[src/rtl/fill_master_pkg.sv]
// Shared types and helpers for the Avalon-MM fill master.
// Word-size helpers keep the byte/word relationship in one place.
package fill_master_pkg;

    typedef enum logic [1:0] {
        IDLE   = 2'd0,
        WRITE  = 2'd1,
        FINISH = 2'd2
    } fill_state_t;

    localparam int DEFAULT_DATA_W = 32;
    localparam int BYTES_PER_WORD = DEFAULT_DATA_W / 8;
    localparam int ADDR_LSB       = $clog2(BYTES_PER_WORD);

    function automatic int bytes_per_word(input int data_w);
        return data_w / 8;
    endfunction

endpackage

[src/rtl/avalon_fill_master.sv]
// Avalon-MM write-only master that fills a contiguous word region with a pattern.
// Define FILL_MASTER_INCREMENT_EN to turn the pattern into a +1 ramp per accepted word.
module avalon_fill_master
    import fill_master_pkg::*;
#(
    parameter int ADDR_W = 32,
    parameter int DATA_W = 32,
    parameter int CNT_W  = 16
) (
    input  logic              clk,
    input  logic              reset,
    input  logic              start,
    input  logic [ADDR_W-1:0] base_address,
    input  logic [CNT_W-1:0]  word_count,
    input  logic [DATA_W-1:0] fill_data,
    output logic              busy,
    output logic              done,
    output logic [ADDR_W-1:0] address,
    output logic [DATA_W-1:0] writedata,
    output logic              write,
    input  logic              waitrequest
);

    localparam int BPW = bytes_per_word(DATA_W);
    localparam logic [ADDR_W-1:0] STEP       = ADDR_W'(BPW);
    localparam logic [ADDR_W-1:0] ALIGN_MASK = ~(ADDR_W'(BPW - 1));

    fill_state_t       state, state_n;
    logic [ADDR_W-1:0] addr_n;
    logic [DATA_W-1:0] data_n;
    logic [CNT_W-1:0]  rem, rem_n;

    always_ff @(posedge clk or posedge reset) begin
        if (reset) begin
            state     <= IDLE;
            address   <= '0;
            writedata <= '0;
            rem       <= '0;
        end else begin
            state     <= state_n;
            address   <= addr_n;
            writedata <= data_n;
            rem       <= rem_n;
        end
    end

    always_comb begin
        state_n = state;
        addr_n  = address;
        data_n  = writedata;
        rem_n   = rem;
        unique case (state)
            IDLE: begin
                if (start) begin
                    if (word_count != '0) begin
                        state_n = WRITE;
                        addr_n  = base_address & ALIGN_MASK;
                        data_n  = fill_data;
                        rem_n   = word_count;
                    end else begin
                        state_n = FINISH;
                    end
                end
            end
            WRITE: begin
                // bus signals hold while the slave stalls
                if (!waitrequest) begin
                    rem_n = rem - CNT_W'(1);
`ifdef FILL_MASTER_INCREMENT_EN
                    data_n = writedata + DATA_W'(1);
`endif
                    if (rem == CNT_W'(1)) begin
                        state_n = FINISH;
                    end else begin
                        addr_n = address + STEP;
                    end
                end
            end
            FINISH: state_n = IDLE;
            default: state_n = IDLE;
        endcase
    end

    // decoded from state so reset clears them without waiting for a clock
    assign write = (state == WRITE);
    assign busy  = (state == WRITE);
    assign done  = (state == FINISH);

endmodule

[config.mk]
export PLATFORM = sky130hd
export DESIGN_NAME = avalon_fill_master
export DESIGN_NICKNAME = d
export VERILOG_FILES = /design/src/rtl/fill_master_pkg.sv /design/src/rtl/avalon_fill_master.sv
export SDC_FILE = /design/constraint.sdc
export NUM_CORES = 1
export LEC_CHECK = 0
export ABC_CLOCK_PERIOD_IN_PS = 3100
export CORE_ASPECT_RATIO = 0.8
export CORE_MARGIN = 3
export CORE_UTILIZATION = 46
export CTS_CLUSTER_DIAMETER = 40
export DETAILED_ROUTE_END_ITERATION = 8
export PLACE_DENSITY_LB_ADDON = 0.15
export SKIP_LAST_GASP = 1
export SYNTH_ARGS = -nofsm -noshare
export SYNTH_HDL_FRONTEND = slang
export SYNTH_SLANG_ARGS = --single-unit
[constraint.sdc]
create_clock -name clk -period 3.1 [get_ports clk]
set_input_delay 0.775 -clock clk [delete_from_list [all_inputs] [get_ports clk]]
set_output_delay 0.775 -clock clk [all_outputs]
set_load 0.005 [all_outputs]
==> results.md <==
* Run status: finished clean
* Yosys reg bits at 80
* Clk sinks at 80
* Post-synth EDFFs at 0
* TritonCTS clock tree: done
* Hold Path Stages at 1
* Worst EP arrival at 2.89 ns
* Die height at 92.9 um
* Initial Utilization at 47.6%
* Via-to-Cell Ratio at 6.10
* Final net count at 673
* Max-Cap Viols at 0
* Pin count of the biggest net entering global routing at 69
* Core footprint at 9110 sq um
* Sequential share of the synthesized area at 46.1%
* Via Count at 4,304
* Hold/Removal Path Class: reg2reg
* Post-route cell area at 6280 sq um
* Worst R2R Setup Slack at 0.64 ns
* Post-Synthesis Cells at 449
* Diode count at 0
* Fin crit share at 85.8%
* Cts repair resizes at 0
* Worst slew pin tran at 0.783 ns
* CP Launch Type: input port
* Area Growth Syn to Fin at 44.6%
* Slew HR at 47.4%
* WL met3 at 1430 um
* Clock buffer depth at 2
* Port Buffers at 146
* Post-CTS setup buffers at 0
* Critical path peak fanout at 12
* Post-synth ARST share at 100%
* Synth Flop Type: dfrtp_1
* Area leader, netlist: dfrtp_1
* Final setup viols at 0
* GP Congestion at 0.856
* Site Rows at 31
* DR pass1 iterations at 5
* Part of the power in registers at 40.8%
* Commonest cells in the netlist: dfrtp_1, a21oi_1, nor2_1
* DIE AREA at 10,700 sq um
* First-pass GRT wire length at 20,900 um
* CP required at 3.33 ns
* Gr usage total at 24.8%
* Hold Startpoint: state[1]$_DFFE_PP0P_
* Skew final at 0.00714 ns
* Met2 WL at 6000 um
* Post-DP Area at 5930 sq um
* P_sw at 1.29 mW
* P per Cell Area at 662 nW/um^2
* I/O pins at 151
* Iter 0 DRT Violations at 439
* Net Sw Frac at 30.9%
* Final WS setup at 0.440 ns
* Post-route ant nets at 0
* Synth warn at 0
* Post-Route WL at 13,100 um
* Internal at 2.87 mW
* Routed WL per cell at 18.5 um
* Fraction of layout cells with a size suffix above 1 at 12.4%
* Cells after DPL at 690
* Root buffer cell: clkbuf_16
* VDD IR max at 0.433 mV
* DR top layer: met4
* # fillers at 723
* Layout Utilization at 68.9%
* Antenna violations before repair at 0
* Clock power frac at 29.6%
* Vias in the first global route at 4,158
* Post-CTS Hold Fix Bufs at 0
* Final cell count without fillers at 706
* Hpwl dp at 9200 um
* Area contributors post-synth: dfrtp_1, mux2_2, a21oi_1
* Final Hold Violating Endpoints at 0
* Clock slew at reported path FFs at 0.06 ns
* Congestion Overflow GR at 0
* Leak pwr at 2.51 nW
* Cell Area, Synth at 4340 sq um
* TNS Setup at 0 ns
* Final min period at 2.66 ns
* Final hold slack at 0.489 ns
* WHS Endpoint: state[1]$_DFFE_PP0P_
* DRC at 0
* Synth top area share at 46.1%
* Dpl ws at 0.124 ns
* Inserted Clock Buffers at 9
* CP endpoint kind: flip-flop
* Post-Route M1 WL at 5480 um
* Die width at 115 um
* Highest clock rate at 0.376 GHz
* Critical path type: in2reg
* Final Max Tran Viols at 0
* Synth cell types at 50
* RR Startpoint: rem[1]$_DFFE_PP0P_
* Worst R2R End: address[12]$_DFFE_PP0P_
* H-tree Lvls at 3
* Gate power share at 29.6%
* Clk Latency, worst-skew pair at 0.34 ns
* Unrepaired setup endpoints after global routing: false
* Syn Area/Cell at 9.67 sq um
* Pwr Total at 4.16 mW
* R2R cell count at 8
* Top-count cell post-synth: dfrtp_1
-- kinds of logic after synthesis --
| kind of cell | after synthesis | synth area share, % |
|---|---|---|
| flip-flops | 80 | 46.1 |
| multiplexers | 33 | 8.53 |
| other | 1 | 0.0863 |
| AND/OR/NAND/NOR | 134 | 16.1 |
| adder cells (fa/ha/maj) | 3 | 0.864 |
| buffers and inverters | 40 | 4.12 |
| AO/OA/AOI/OAI | 158 | 24.2 |
-- cell usage in the layout (no fill, tap or decap), types with 4 or more instances in the layout --
master and n:
inv_1 4, o22a_1 14, a2bb2oi_1 5, a21oi_1 46, nor2_1 40, o2bb2a_1 6, buf_4 10, clkdlybuf4s50_1 146
and3_1 5, o2bb2ai_1 6, o22ai_1 7, nor3_1 9, o211ai_1 5, mux2_2 32, clkbuf_16 9, nand3_1 14
nor3b_1 4, nand2_1 27, a22oi_1 5, o21ai_0 24, nand4_1 8, nor4_1 10, a41oi_1 5, a31oi_1 21
dfrtp_1 80
-- layout make-up --
type,count,area (sq um),area share [%]
multi-input cells,330,2170,34.5
flip-flops and latches,80,2000,31.9
repair buffers,159,1600,25.4
clock buffers,11,243,3.86
well taps,115,144,2.29
clock inverters,5,104,1.65
inverters,6,23.8,0.378
-- critical path, cell delays in order --
cell and delay (ns):
clkdlybuf4s50_1 0.45, nor4_1 0.43, nand4_1 0.23, nand3_2 0.29
nand2_1 0.34, a221oi_1 0.37
-- power groups by stage --
stage | Clock (mW) | Combinational, mW | Sequential (mW)
after detailed placement | 0 | 1.23 | 1.70
after floorplan | 0 | 0.580 | 1.62
after global placement | 0 | 1.19 | 1.68
after global routing | 1.29 | 1.35 | 1.75
final | 1.23 | 1.23 | 1.70
after CTS | 1.26 | 1.24 | 1.69
-- sequential cells by signal, summed over array words and instances, names as in the netlist --
signal     count
rem           16
address       30
writedata     32
state          2
-- how the worst max path moves through the flow --
stage / from / end / slack (ns) / cells after the start
final: word_count[1] / address[30]$_DFFE_PP0P_ / 0.44 / 6
after global routing: word_count[1] / address[30]$_DFFE_PP0P_ / 0.33 / 6
after CTS: word_count[1] / address[30]$_DFFE_PP0P_ / 0.47 / 6
after detailed placement: word_count[1] / address[30]$_DFFE_PP0P_ / 0.12 / 6
after global placement: word_count[1] / address[30]$_DFFE_PP0P_ / 0.17 / 6
after floorplan: reset / address[10]$_DFFE_PP0P_ / 0.27 / 1
-- layer usage --
| layer | vias up | track usage (%) |
|---|---|---|
| met5 | - | 0 |
| met4 | 0 | 8.21 |
| li1 | 1993 | - |
| met2 | 229 | 37.8 |
| met3 | 16 | 9.41 |
| met1 | 2066 | 32.3 |
No activity file was read; power rests on OpenSTA's default activity.
